==> src/rtl/if_id_queue.sv <==
// Fetch-to-decode instruction queue: circular buffer of {pc, instr, fault} with flush and fetch stall.
// Optional zero-latency empty-queue bypass is enabled by defining IF_ID_QUEUE_BYPASS_EN.
module if_id_queue #(
  parameter int unsigned DEPTH = 4,
  parameter int unsigned XLEN  = 32
) (
  input  logic                    clk,
  input  logic                    reset_n,
  input  logic                    flush,
  input  logic                    in_valid,
  input  logic [XLEN-1:0]         in_pc,
  input  logic [XLEN-1:0]         in_instr,
  input  logic                    in_fault,
  output logic                    in_ready,
  output logic                    out_valid,
  output logic [XLEN-1:0]         out_pc,
  output logic [XLEN-1:0]         out_instr,
  output logic                    out_fault,
  input  logic                    out_ready,
  output logic                    fetch_stall,
  output logic [$clog2(DEPTH):0]  count
);

  localparam int unsigned AW = $clog2(DEPTH);
  localparam int unsigned CW = AW + 1;

  typedef struct packed {
    logic [XLEN-1:0] pc;
    logic [XLEN-1:0] instr;
    logic            fault;
  } entry_t;

  entry_t          mem [DEPTH];
  entry_t          in_entry;
  entry_t          head;
  logic [AW-1:0]   rd_ptr;
  logic [AW-1:0]   wr_ptr;
  logic            full;
  logic            empty;
  logic            push;
  logic            pop;

  assign in_entry = '{pc: in_pc, instr: in_instr, fault: in_fault};
  assign head     = mem[rd_ptr];

  assign full        = (count == CW'(DEPTH));
  assign empty       = (count == '0);
  assign fetch_stall = full;
  // Flush drains any stale imem response, so the input is always open then.
  assign in_ready    = !full || flush;
  assign pop         = !empty && out_ready && !flush;

`ifdef IF_ID_QUEUE_BYPASS_EN
  logic bypass;
  logic bypass_taken;

  // An empty queue forwards the response straight to decode.
  assign bypass       = empty && in_valid && !flush;
  assign bypass_taken = bypass && out_ready;
  assign push         = in_valid && !full && !flush && !bypass_taken;
  assign out_valid    = (!empty || bypass) && !flush;

  always_comb begin
    out_pc    = head.pc;
    out_instr = head.instr;
    out_fault = head.fault;
    if (bypass) begin
      out_pc    = in_entry.pc;
      out_instr = in_entry.instr;
      out_fault = in_entry.fault;
    end
  end
`else
  assign push      = in_valid && !full && !flush;
  assign out_valid = !empty && !flush;

  always_comb begin
    out_pc    = head.pc;
    out_instr = head.instr;
    out_fault = head.fault;
  end
`endif

  // Pointer and occupancy tracking; flush returns everything to the origin.
  always_ff @(posedge clk or negedge reset_n) begin
    if (!reset_n) begin
      rd_ptr <= '0;
      wr_ptr <= '0;
      count  <= '0;
    end else if (flush) begin
      rd_ptr <= '0;
      wr_ptr <= '0;
      count  <= '0;
    end else begin
      if (push) wr_ptr <= wr_ptr + AW'(1);
      if (pop)  rd_ptr <= rd_ptr + AW'(1);
      count <= count + CW'(push) - CW'(pop);
    end
  end

  // Entry storage, cleared on reset so the head read is never X.
  always_ff @(posedge clk or negedge reset_n) begin
    if (!reset_n) begin
      for (int i = 0; i < int'(DEPTH); i++) mem[i] <= '0;
    end else if (push) begin
      mem[wr_ptr] <= in_entry;
    end
  end

endmodule

==> config.mk <==
export PLATFORM = sky130hd
export DESIGN_NAME = if_id_queue
export DESIGN_NICKNAME = d
export VERILOG_FILES = /design/src/rtl/if_id_queue.sv
export SDC_FILE = /design/constraint.sdc
export NUM_CORES = 1
export LEC_CHECK = 0
export BUFFER_PORTS_ARGS = -buffer_cell sky130_fd_sc_hd__buf_4
export CAP_MARGIN = 10
export CELL_PAD_IN_SITES_DETAIL_PLACEMENT = 1
export CELL_PAD_IN_SITES_GLOBAL_PLACEMENT = 1
export CORE_UTILIZATION = 45
export DETAILED_ROUTE_END_ITERATION = 10
export MAX_ROUTING_LAYER = met4
export PLACE_DENSITY = 0.77
export SKIP_LAST_GASP = 1
export SYNTH_ARGS = -nofsm -noshare
export SYNTH_HDL_FRONTEND = slang
export SYNTH_SLANG_ARGS = --single-unit
export TNS_END_PERCENT = 20
==> constraint.sdc <==
create_clock -name clk -period 3.05 [get_ports clk]
set_clock_uncertainty 0.1 [all_clocks]
set_input_delay 0.1525 -clock clk [delete_from_list [all_inputs] [get_ports clk]]
set_output_delay 0.1525 -clock clk [all_outputs]
set_load 0.02 [all_outputs]
==> After elaboration in Yosys (flattened, before gate mapping) <==
Index checks and enable logic that the tools add are counted.
{ "op_classes": {"addsub": 4, "order_cmp": 3, "eq_ne": 1, "mux": 11, "bitwise_logic": 2, "reduce_logical": 13} }
{ "op_table": {"columns": ["operator", "n"], "rows": [
  ["$bwmux 260", 1],
  ["$mux 65", 3],
  ["$bmux 65 s2", 1],
  ["$demux 65 s2", 1],
  ["$mux 2", 4],
  ["$ge 3x3->1 const B", 2],
  ["$logic_and 1x1->1", 6],
  ["$not 2->3", 2],
  ["$add 2x1->2 const B", 2],
  ["$reduce_bool 2->1", 2],
  ["$add 3x1->3", 1],
  ["$eq 3x3->1 const B", 1],
  ["$logic_not 1->1", 3],
  ["$logic_not 3->1", 1],
  ["$lt 3x1->1 const B", 1],
  ["$mux 3", 1],
  ["$sub 3x1->3", 1],
  ["$logic_or 1x1->1", 1]
]} }
{ "totals": {"regBits": 267, "out_inout_bits": 71, "elab_cells": 49} }

==> Depth between registers and ports, before layout <==
{ "depth": {"ltp_word": 7, "depth_mapped": 11, "ltp_nobuf": 10} }

==> Worst setup path before layout <==
OpenSTA, ideal clock, no wires.
{ "synth_path": {"kind": "reg2reg", "from": "register count[1]", "to": "register count[2]", "arrival_ns": 2.313, "required_time_ns": 2.864, "path_slack_ns": 0.551, "path_stages_with_launch": 12, "n_path_buf": 1, "synth_period_minus_slack_ns": 2.499, "cell_sequence": "dfrtp_1 > or3b_1 > buf_6 > nand2_1 > ha_1 > inv_1 > ha_1 > inv_1 > fa_1 > xor2_1 > and2_1 > nor3_1"} }
{ "synth_between": {"elab_chain_len": 7, "elab_cells_between_ends": 11, "classes_between": "2 x add/sub; 1 x eq/ne; 1 x mux; 7 x reduce/logical"} }
{ "synth_lines": {"columns": ["item", "line_no", "text"], "rows": [
  ["start: declaration", "21", "output logic [$clog2(DEPTH):0] count"],
  ["start signal: assignment", "97", "count <= count + CW'(push) - CW'(pop);"],
  ["$eq 3x3->1", "46", "assign full = (count == CW'(DEPTH));"],
  ["$logic_not 1->1", "74", "assign push = in_valid && !full && !flush;"],
  ["$logic_and 1x1->1 (2 in a row)", "74", null],
  ["$add 3x1->3", "97", null],
  ["$sub 3x1->3 (*)", "97", null],
  ["$mux 3 (*)", "90", "end else if (flush) begin"]
]} }
Every way passes the cells marked *; elsewhere a longest branch is shown, timed or not.
A chain may end at the register's enable or synchronous reset.

==> Worst setup path in the final report <==
Ends and elaborated chain as after synthesis.

==> metrics.md <==
| Metric | Value |
|---|---|
| Status | `finished clean` |
| Max-slew violations | `0` |
| Post-CTS Setup Repair Bufs | `0` |
| Synth cell count leaders | `267 x dfrtp_1, 200 x mux2_4, 65 x mux4_2` |
| Most common cell in the netlist | `dfrtp_1` |
| Placed Cells | `around 1200` |
| CTS root buf | `clkbuf_16` |
| Relative slew slack | `57.8%` |
| Final setup fails | `0` |
| MaxCap Viol Count | `0` |
| Synth unique cells | `24` |
| Sum Neg Setup Slack | `0 ns` |
| CTS tree | `yes` |
| DR pass1 iterations | `4` |
| Sw frac | `30.4%` |
| Die height | `about 170 um` |
| Most used flip-flop cell after synthesis | `dfrtp_1` |
| Total Routing Usage GR | `between 20% and 30%` |
| Port Buffers | `140` |
| # DRC | `0` |
| Post-synth top area cell | `dfrtp_1` |
| Met1 Use GR | `between 20 and 30%` |
| Initial antenna violation count | `0` |
| First-pass GRT wire length | `around 45000 um` |
| Yosys top cell area share | `a little over half` |
| Critical path endpoint category | `flop` |
| GR met3 Demand/Resource | `approximately 2.6%` |
| Critical Path Start Type | `flop` |
| Final period util | `approximately 87%` |
| Seq cells post-synth | `approximately 270` |
| I/O pin count | `around 140` |
| GRT overflow | `0` |
| Layout fillers | `approximately 2600` |
| Reg-to-reg endpoint | `count[2]$_DFF_PN0_` |
| Crit Path Max Fanout | `9` |
| TritonCTS Buffers | `30` |
| Crit path time final | `around 2.7 ns` |
| Reg2reg path depth | `10` |
| Post-DP HPWL | `approximately 16000 um` |
| Ant. Diodes | `0` |
| DR iter-0 viols | `around 290` |
| Syn nets | `755` |
| Synthesized area | `around 13000 sq um` |
| Leak | `7.02 nW` |
| FP Rows | `61` |
| Synthesis-to-layout area growth | `22.8%` |
| Clk slew on worst S/H paths | `about 0.050 ns` |
| P per Cell Area | `1050 nW/um^2` |
| Longest Clk Path Bufs | `3` |
| Internal Power | `around 0.011 W` |
| WS Path Type | `reg -> reg` |
| Sequential power share | `37.7%` |
| Pin count of the biggest net entering global routing | `a little over 80` |
| Comb pwr share | `about 40%` |
| Psw | `between 0.004 and 0.005 W` |
| Post-cts sizing count | `0` |
| Worst Max-Slew Pin Slew | `between 0.6 and 0.7 ns` |
| Crit path required time | `3.40 ns` |
| Clock power share | `roughly 22%` |
| Syn_area_per_cell | `between 15 and 20 sq um` |
| Data arrival, critical path | `roughly 3 ns` |
| Final #Nets | `roughly 970` |
| RSZ-0062 raised after global routing | `false` |
| Core outline area | `27800 sq um` |
| Routed vias/inst | `between 5 and 6` |
| Total die area | `approximately 29000 sq um` |
| Total power | `~0.016 W` |
| DR vias | `6654` |
| H-tree levels | `1` |
| Cts hold-fix bufs | `69` |
| Number of flops mapped to enable cells by yosys | `0` |
| Wire length per cell | `21.3 um` |
| Fraction of layout cells with a size suffix above 1 | `between 50% and 60%` |
| Clk_lat worst skew | `0.53 ns` |
| Vias in the first global route | `7769` |
| Initial Utilization | `around 46%` |
| GRT Max-Usage Layer | `met2` |
| Final weighted congestion in routability-driven placement | `between 0.7 and 0.8` |
| Reg2Reg Launch Point | `count[1]$_DFF_PN0_` |
| Hold Path Class | `in -> async` |
| Fin cells | `approximately 1300` |
| Top post-synthesis cells by area | `dfrtp_1 53%, mux2_4 24%, mux4_2 12%, mux2_2 5.4%, buf_12 3.8%` |
| Fmax | `roughly 380 MHz` |
| Antenna-violating nets left | `0` |
| Max IR drop VDD | `0.515 mV` |
| Share of flip-flops with an asynchronous set or reset | `100%` |
| Clock sinks | `between 200 and 300` |
| YS warnings | `0` |
| Post-Synthesis Cells | `678` |
| Final Hold Viols | `0` |
| Seq/Total Area, Yosys | `a little over half` |
| Die W | `170 um` |
| Reg2reg setup slack | `~0.40 ns` |
| Total wire length | `27500 um` |
| GR Util met2 | `33.5%` |
-- placed cells by master, fill, tap and decap left out, drive strengths merged --
master / instances
and3: 4
mux4: 65
nor2: 8
nor2b: 2
nand2: 1
mux2: 261
nand4b: 1
nor3: 2
fa: 1
xor2: 3
clkinv: 9
buf: 156
clkinvlp: 1
and2: 2
or3b: 1
dfrtp: 267
dlygate4sd3: 69
o31ai: 2
or2: 1
bufinv: 4
ha: 6
o311ai: 1
clkbuf: 37
inv: 5
-- critical path: stages (launching register included) --
cell,delay (ns)
dfrtp_1,0.48
or3b_1,0.54
nand2_1,0.11
ha_1,0.22
inv_1,0.06
ha_1,0.13
inv_1,0.06
fa_1,0.39
xor2_1,0.18
and2_1,0.17
nor3_1,0.13
-- cell type report --
class	count	area, sq um	area share, %
repair buffers	225	2010	12.9
inverters	5	18.8	0.120
multi-input cells	361	5440	34.8
clock inverters	14	173	1.11
well taps	378	473	3.03
flip-flops and latches	267	6690	42.8
clock buffers	37	818	5.24
-- power groups by stage --
stage	combinational, W	clock [W]	sequential, W
after floorplan	0.00484	0	0.00577
after global placement	0.00637	0	0.00610
after detailed placement	0.00652	0	0.00618
after CTS	0.00663	0.00374	0.00618
after global routing	0.00698	0.00387	0.00640
final	0.00656	0.00364	0.00618
-- how the worst max path moves through the flow --
stage | startpoint | end | cells after the start | slack, ns
2_1_floorplan | count[1]$_DFF_PN0_ | count[2]$_DFF_PN0_ | 11 | 0.55
3_3_place_gp | count[1]$_DFF_PN0_ | count[2]$_DFF_PN0_ | 10 | 0.53
3_5_place_dp | count[1]$_DFF_PN0_ | count[2]$_DFF_PN0_ | 10 | 0.42
4_1_cts | rd_ptr[0]$_DFFE_PN0P_ | out_pc[4] | 3 | 0.33
5_1_grt | count[1]$_DFF_PN0_ | count[2]$_DFF_PN0_ | 10 | 0.26
6_report | count[1]$_DFF_PN0_ | count[2]$_DFF_PN0_ | 10 | 0.40
-- routing by layer --
layer | up-vias | wire, um
met2 | 136 | 13700
met1 | 3553 | 12400
met5 | - | 0
met3 | 33 | 990
met4 | 0 | 427
li1 | 2932 | -
-- registers in the layout, indices dropped and copies added, names as in the netlist --
signal / flops
rd_ptr: 2
mem: 260
wr_ptr: 2
count: 3
-- metrics by stage --
| step | utilization [%] | setup slack (ns) | area, sq um | hold slack [ns] |
|---|---|---|---|---|
| floorplan | - | 0.551 | 12700 | -0.243 |
| global placement | 50.1 | 0.534 | 13900 | 0.102 |
| detailed placement | 50.1 | 0.424 | 13900 | 0.0943 |
| CTS | 56.2 | 0.332 | 15600 | 0.114 |
| global route | 56.2 | 0.256 | 15600 | 0.159 |
| finish | 56.2 | 0.399 | 15600 | 0.106 |
-- logic make-up (layout without fill, tap and decap cells) --
family / Yosys count / after routing / synth area share [%]
flops: 267 / 267 / 52.5
mux: 326 / 326 / 40.5
fa+ha+maj: 7 / 7 / 0.748
xor+xnor: 3 / 3 / 0.207
buf+inv: 50 / 281 / 4.71
simple gates: 22 / 22 / 1.08
compound gates: 3 / 3 / 0.187
(Power assumes the default switching activity.)
